==> src/rtl/dbus_arbiter_pkg.sv <==
// Shared data-bus types for the fetch/memory-stage arbiter and its neighbours.
package dbus_arbiter_pkg;

  localparam int unsigned ADDR_W = 32;
  localparam int unsigned DATA_W = 64;
  localparam int unsigned STRB_W = DATA_W / 8;

  localparam int unsigned STARVE_LIMIT_DEF = 8;
  localparam int unsigned CNT_W_DEF        = 4;

  typedef enum logic [2:0] {
    MSIZE1 = 3'd0,
    MSIZE2 = 3'd1,
    MSIZE4 = 3'd2,
    MSIZE8 = 3'd3
  } msize_t;

  typedef struct packed {
    logic              valid;
    logic [ADDR_W-1:0] addr;
    msize_t            size;
    logic [STRB_W-1:0] strobe;
    logic [DATA_W-1:0] data;
  } dbus_req_t;

  typedef struct packed {
    logic              addr_ok;
    logic              data_ok;
    logic [DATA_W-1:0] data;
  } dbus_resp_t;

  // Arbiter states kept as plain encoded constants for legacy tooling.
  typedef logic [1:0] arb_state_t;
  localparam arb_state_t ST_IDLE    = 2'd0;
  localparam arb_state_t ST_GRANT_I = 2'd1;
  localparam arb_state_t ST_GRANT_D = 2'd2;

  // A downstream transaction is finished only when both handshakes land together.
  function automatic logic resp_done(input dbus_resp_t r);
    return r.addr_ok & r.data_ok;
  endfunction

endpackage

==> src/rtl/dbus_arbiter_if.sv <==
// Bundle of the two upstream requesters, the downstream port and arbiter status.
interface dbus_arbiter_if;
  import dbus_arbiter_pkg::*;

  dbus_req_t  ireq;
  dbus_resp_t iresp;
  dbus_req_t  dreq;
  dbus_resp_t dresp;
  dbus_req_t  oreq;
  dbus_resp_t oresp;
  logic       busy;
  logic       grant_d;

  // Arbiter side.
  modport slave (
    input  ireq, dreq, oresp,
    output iresp, dresp, oreq, busy, grant_d
  );

  // Environment side: requesters plus downstream memory.
  modport master (
    output ireq, dreq, oresp,
    input  iresp, dresp, oreq, busy, grant_d
  );
endinterface

==> src/rtl/dbus_arbiter.sv <==
// Two-way data-bus arbiter: memory stage (D) wins by default, fetch (I) wins
// after STARVE_LIMIT consecutive D grants taken while it was waiting.
module dbus_arbiter
  import dbus_arbiter_pkg::*;
#(
  parameter int unsigned STARVE_LIMIT = STARVE_LIMIT_DEF,
  parameter int unsigned CNT_W        = CNT_W_DEF
) (
  input  logic          clk,
  input  logic          rst,
  dbus_arbiter_if.slave dbus
);

  if ((64'd1 << CNT_W) <= 64'(STARVE_LIMIT)) begin : g_bad_cfg
    $error("dbus_arbiter: CNT_W too narrow for STARVE_LIMIT");
  end

  localparam logic [CNT_W-1:0] LIMIT = CNT_W'(STARVE_LIMIT);

  arb_state_t       state_q, state_d;
  logic [CNT_W-1:0] cnt_q, cnt_d;
  dbus_req_t        oreq_q, oreq_d;
  logic             done_c;
  logic             i_starved_c;

  assign done_c      = resp_done(dbus.oresp);
  assign i_starved_c = dbus.ireq.valid && (cnt_q == LIMIT);

  // Next-state, request latch and starvation counter.
  always_comb begin
    state_d = state_q;
    cnt_d   = cnt_q;
    oreq_d  = oreq_q;
    case (state_q)
      ST_IDLE: begin
        if (dbus.dreq.valid && !i_starved_c) begin
          state_d      = ST_GRANT_D;
          oreq_d       = dbus.dreq;
          oreq_d.valid = 1'b1;
          if (dbus.ireq.valid) begin
            cnt_d = (cnt_q == LIMIT) ? cnt_q : cnt_q + CNT_W'(1);
          end else begin
            cnt_d = '0;
          end
        end else if (dbus.ireq.valid) begin
          state_d       = ST_GRANT_I;
          oreq_d        = dbus.ireq;
          oreq_d.valid  = 1'b1;
          oreq_d.strobe = '0;
          cnt_d         = '0;
        end
      end
      ST_GRANT_I, ST_GRANT_D: begin
        if (done_c) begin
          state_d      = ST_IDLE;
          oreq_d.valid = 1'b0;
        end
      end
      default: begin
        state_d      = ST_IDLE;
        oreq_d.valid = 1'b0;
      end
    endcase
  end

  always_ff @(posedge clk or posedge rst) begin
    if (rst) begin
      state_q <= ST_IDLE;
      cnt_q   <= '0;
      oreq_q  <= '0;
    end else begin
      state_q <= state_d;
      cnt_q   <= cnt_d;
      oreq_q  <= oreq_d;
    end
  end

  assign dbus.oreq    = oreq_q;
  assign dbus.busy    = (state_q != ST_IDLE);
  assign dbus.grant_d = (state_q == ST_GRANT_D);

  // A requester that withdrew mid-grant (flush) sees nothing of its response.
  assign dbus.iresp = ((state_q == ST_GRANT_I) && dbus.ireq.valid) ? dbus.oresp : '0;
  assign dbus.dresp = ((state_q == ST_GRANT_D) && dbus.dreq.valid) ? dbus.oresp : '0;

endmodule

==> src/flat_wrapper.sv <==
// flat-port wrapper written by rule: the top's interface ports become plain ports
module dbus_arbiter_flat import dbus_arbiter_pkg::*;
#(
  parameter int unsigned STARVE_LIMIT = STARVE_LIMIT_DEF,
  parameter int unsigned CNT_W        = CNT_W_DEF
)
  (clk, rst, dbus_ireq, dbus_dreq, dbus_oresp, dbus_iresp, dbus_dresp, dbus_oreq, dbus_busy, dbus_grant_d);
  dbus_arbiter_if dbus_i ();
  input  logic clk;
  input  logic rst;
  input wire logic [$bits(dbus_i.ireq)-1:0] dbus_ireq;
  input wire logic [$bits(dbus_i.dreq)-1:0] dbus_dreq;
  input wire logic [$bits(dbus_i.oresp)-1:0] dbus_oresp;
  output wire logic [$bits(dbus_i.iresp)-1:0] dbus_iresp;
  output wire logic [$bits(dbus_i.dresp)-1:0] dbus_dresp;
  output wire logic [$bits(dbus_i.oreq)-1:0] dbus_oreq;
  output wire logic [$bits(dbus_i.busy)-1:0] dbus_busy;
  output wire logic [$bits(dbus_i.grant_d)-1:0] dbus_grant_d;
  assign dbus_i.ireq = dbus_ireq;
  assign dbus_i.dreq = dbus_dreq;
  assign dbus_i.oresp = dbus_oresp;
  assign dbus_iresp = dbus_i.iresp;
  assign dbus_dresp = dbus_i.dresp;
  assign dbus_oreq = dbus_i.oreq;
  assign dbus_busy = dbus_i.busy;
  assign dbus_grant_d = dbus_i.grant_d;
  dbus_arbiter #(.STARVE_LIMIT(STARVE_LIMIT), .CNT_W(CNT_W)) u_core (.clk(clk), .rst(rst), .dbus(dbus_i));
endmodule
==> config.mk <==
export PLATFORM = sky130hd
export DESIGN_NAME = dbus_arbiter_flat
export DESIGN_NICKNAME = d
export VERILOG_FILES = /design/src/rtl/dbus_arbiter_pkg.sv /design/src/rtl/dbus_arbiter_if.sv /design/src/rtl/dbus_arbiter.sv /design/src/flat_wrapper.sv
export SDC_FILE = /design/constraint.sdc
export NUM_CORES = 1
export LEC_CHECK = 0
export ABC_AREA = 0
export CORE_AREA = 2 2 206 208
export DETAILED_ROUTE_END_ITERATION = 7
export DIE_AREA = 0 0 208 210
export GPL_TIMING_DRIVEN = 1
export PLACE_DENSITY_LB_ADDON = 0.25
export SLEW_MARGIN = 25
export SYNTH_ARGS = -nofsm -noshare
export SYNTH_HDL_FRONTEND = slang
export SYNTH_SLANG_ARGS = --single-unit
==> constraint.sdc <==
create_clock -name clk -period 7.25 [get_ports clk]
set_input_delay 0.725 -clock clk [delete_from_list [all_inputs] [get_ports clk]]
set_output_delay 0.725 -clock clk [all_outputs]
set_load 0.01 [all_outputs]
# ---- After elaboration in Yosys (flattened, before gate mapping)
# Index checks and enable logic that the tools add are counted.
dict set report op_classes {
  n_mux 14
  bitwise 1
  add_sub_neg 1
  eq_ne 6
  reduce_logical 12
}
# operator count
set op_table {}
lappend op_table {{$mux 108} 2}
lappend op_table {{$mux 66} 2}
lappend op_table {{$mux 4} 4}
lappend op_table {{$mux 2} 3}
lappend op_table {{$add 4x1->4 const B} 1}
lappend op_table {{$eq 4x4->1 const B} 1}
lappend op_table {{$logic_and 1x1->1} 4}
lappend op_table {{$pmux 2 s2} 1}
lappend op_table {{$reduce_and 2->1} 2}
lappend op_table {{$reduce_bool 2->1} 2}
lappend op_table {{$ne 3x2->1 const B} 1}
lappend op_table {{$ne 3x3->1 const B} 1}
lappend op_table {{$reduce_and 3->1} 1}
lappend op_table {{$eq 2x1->1 const B} 1}
lappend op_table {{$eq 2x2->1 const B} 1}
lappend op_table {{$logic_not 2->1} 1}
lappend op_table {{$ne 2x1->1 const B} 1}
lappend op_table {{$pmux 1 s2} 1}
lappend op_table {{$reduce_or 2->1} 1}
lappend op_table {{$and 1x1->1} 1}
lappend op_table {{$logic_not 1->1} 1}
lappend op_table {{$mux 1} 1}
dict set report totals {
  reg_bits 114
  word_cells 41
  inputBits 284
}

# ---- Depth between registers and ports, before layout
dict set report depth {
  depth_word 6
  ltp_mapped 8
  mapped_depth_nobuf 5
}

# ---- Least setup slack after synthesis
# OpenSTA, ideal clock, no wires.
dict set report synth_timing {
  path_kind {input -> output}
  start {input dbus_ireq[107]}
  end {output dbus_iresp[25]}
  cell_stages 4
  t_arrival_ns 1.486
  path_slack_ns 5.039
  required_time_ns 6.525
  path_cell_list {buf_6 -> clkbuf_1 -> clkbuf_1 -> and3_1}
}
dict set report synth_between {
  elab_chain_cells 2
}
# element line_no
set synth_lines {}
lappend synth_lines {{from (decl)} flat_wrapper.sv:11} ;# input wire logic [$bits(dbus_i.ireq)-1:0] dbus_ireq;
lappend synth_lines {{$logic_and 1x1->1} dbus_arbiter.sv:83} ;# assign dbus.iresp = ((state_q == ST_GRANT_I) && dbus.ireq.valid) ? dbus.oresp : '0;
lappend synth_lines {{$mux 66} dbus_arbiter.sv:83}
lappend synth_lines {{to (decl)} flat_wrapper.sv:14} ;# output wire logic [$bits(dbus_i.iresp)-1:0] dbus_iresp;
# Every way passes these cells.

# ---- Worst setup path after layout
dict set report layout_timing {
  start {register u_core.state_q[0]}
  end {output dbus_dresp[4]}
}
dict set report layout_between {
  elab_chain_cells 3
}
# element line_no
set layout_lines {}
lappend layout_lines {{from (decl)} dbus_arbiter.sv:20} ;# arb_state_t state_q, state_d;
lappend layout_lines {{from (signal assigned)} dbus_arbiter.sv:72} ;# state_q <= state_d;
lappend layout_lines {{$eq 2x2->1} dbus_arbiter.sv:84} ;# assign dbus.dresp = ((state_q == ST_GRANT_D) && dbus.dreq.valid) ? dbus.oresp : '0;
lappend layout_lines {{$logic_and 1x1->1} dbus_arbiter.sv:84}
lappend layout_lines {{$mux 66} dbus_arbiter.sv:84}
lappend layout_lines {{to (decl)} flat_wrapper.sv:15} ;# output wire logic [$bits(dbus_i.dresp)-1:0] dbus_dresp;
# Every way passes these cells.

==> out/metrics.yaml <==
global_routing:
  antenna_found_initial: 1
  grt_pass1_wl_mm: 52.3
  grt-ovfl-total: 0
  first_global_vias: 8129
  grt_start_max_net_pins: 76
  grtUsageTotal: 0.154
power:
  power_density_nw_per_um2: 323
  peakVddDrop_uv: 170
  report.power.total_uw: 4060
  p_leak_uw: 0.00513
logic_synthesis:
  ys_ff_latch: 114
  syn_area_per_cell_sq_um: 8.08
  ys_types: 32
  synth.top_cell.area_share: 0.440
  seq_area_frac_synth: 0.440
  netlist_top_cells_count: "and3_1, dfrtp_1, nor2_1"
  yosysWarnings: 0
  synth_area_leader_cell: "dfrtp_1"
  synth_nets: 1091
  syn_area_sq_um: 6480
  post-synth-top-count-cell: "and3_1"
  synth_area_leaders: "dfrtp_1, and3_1, a31oi_1, a21oi_1, o21ai_0"
  synth-edff-count: 0
  syn_inst: 802
  ys.flop_type: "dfrtp_1"
  ys_async_sr_fraction: 1.00
detailed_routing:
  drt_wl_total_mm: 35.0
  drtIter0Drc: 518
  first_pass_iters: 5
  vias: 8079
  wire_per_inst_microns: 19.4
  avgViaCountPerCell: 4.47
  drc: 0
  route.antenna.remaining_nets: 0
placed_design:
  place.gp.congestion: 0.769
  pre_cts_ws_ns: 4.03
  port_buffers: 517
  dp_hpwl_mm: 24.1
timing:
  period_needed_ns: 3.15
  setup_viol: 0
  rsz0062_at_grt: "no"
  fmax_mhz: 318
  finalWorstSetupSlack_ns: 4.10
  drv_slew: 0
  finalClockSkew_ns: 0.00787
  relSlewSlack: 0.356
  fin_setup_tns_ns: 0
  tightestPinTransition_ns: 0.966
  fin_hold_ws_ns: 0.482
  period_share: 0.434
  final_hold_viol_count: 0
floorplanning:
  num_rows: 75
  fp.dieH_microns: 210
  ios: 526
  die_area_sq_um: 43700
  core_area_sq_um: 41500
  start_util: 0.156
  die_x_microns: 208
clocking:
  cts_tree: "yes"
  clk_latency_ns: 0.42
  cts_root_buffer: "clkbuf_16"
  hold_buffers: 0
  clkSinkCount: 114
  numCtsBuffers: 17
  path_clk_slew_ns: 0.06
  cts_setup_buffers: 0
  post_cts_resized: 0
  clockBufferDepth: 2
  h-tree-depth: 4
run_status:
  status: "complete, no violations"
setup_path:
  cp-start-kind: "flip-flop"
  required_ns: 6.52
  crit_path_end_kind: "primary output"
  critPathKind: "flip-flop to primary output"
  crit_arrival_ns: 2.42
  cp_max_fo: 67
layout:
  syn_to_final_growth_pct: 94.2
  nets: 1544
  antenna_cells: 0
  fillers: 4440
  drive_gt1_frac: 0.0410
min_path:
  hp-class: "flip-flop to flip-flop"
job:
  maxCapViolCount: 0
## final cells by class
type	count	area, sq um	area share
flip-flops and latches	114	2850	0.227
repair buffers	530	5270	0.419
well taps	539	674	0.0536
clock buffers	19	453	0.0360
multi-input cells	585	3180	0.253
inverters	7	28.8	0.00229
clock inverters	13	128	0.0101
## per-stage QoR
| stage | util | cell area [sq um] | cells |
|---|---|---|---|
| after global placement | 0.289 | 12000 | 1775 |
| after global routing | 0.303 | 12600 | 1807 |
| after detailed placement | 0.289 | 12000 | 1775 |
| after CTS | 0.303 | 12600 | 1807 |
| final | 0.303 | 12600 | 1807 |
| after floorplan | - | 6480 | 802 |
## layout by cell type (no fill, tap or decap), types with 2 or more instances in the layout
master,synthesis,final
a21oi_1,99,99
a22o_1,2,2
a31oi_1,100,100
and3_1,133,133
buf_4,2,13
clkbuf_16,0,17
clkbuf_8,0,2
clkdlybuf4s50_1,0,515
clkinv_4,0,2
clkinvlp_4,0,6
dfrtp_1,114,114
ha_1,5,5
inv_1,6,5
inv_6,0,4
nand2_1,18,18
nand3_1,2,2
nor2_1,103,103
o21ai_0,99,99
o21ai_1,10,10
## worst max-delay path, stage by stage, from the launching register on
cell and delay (ns):
dfrtp_1 0.39, inv_1 0.08, ha_1 0.14, buf_4 0.47, and3_1 0.33, clkdlybuf4s50_1 0.59
## power by group
part	total, uW	leakage [uW]	switching (uW)	internal (uW)
Sequential	1120	0.00131	171	949
Clock	848	0.000265	353	495
Combinational	2090	0.00355	1020	1070
Total	4060	0.00513	1550	2510
## worst paths after layout
kind                                                  startpoint                           endpoint  slack, ns  cells past startpoint
max in group asynchronous                                    rst  u_core.dbus.oreq[106]$_DFFE_PP0P_       5.36                      3
worst max-delay path               u_core.state_q[0]$_DFFE_PP0P_                      dbus_dresp[4]       4.10                      5
worst min-delay path            u_core.dbus.oreq[66]$_DFFE_PP0P_   u_core.dbus.oreq[66]$_DFFE_PP0P_       0.48                      2
min in group asynchronous                                    rst   u_core.dbus.oreq[49]$_DFFE_PP0P_       0.78                      2
worst min register to register  u_core.dbus.oreq[66]$_DFFE_PP0P_   u_core.dbus.oreq[66]$_DFFE_PP0P_       0.48                      2
worst max register to register     u_core.state_q[1]$_DFFE_PP0P_   u_core.dbus.oreq[75]$_DFFE_PP0P_       4.67                      6
## cells by family after synthesis
family          after synthesis  synth area share
compound gates              319             0.273
buf+inv                     103            0.0707
fa+ha+maj                     5           0.00965
simple gates                261             0.207
flops                       114             0.440
## sequential cells by signal (all words and copies together), names as in the netlist
register          cells
u_core.dbus.oreq    108
u_core.state_q        2
u_core.cnt_q          4
## layer usage
metal,vias up,part of all wire,track usage
li1,3813,-,-
met1,3932,0.45,0.207
met2,307,0.48,0.247
met3,25,0.063,0.0392
met4,2,0.011,0.0333
met5,-,0.00034,0
(Power assumes the default switching activity.)
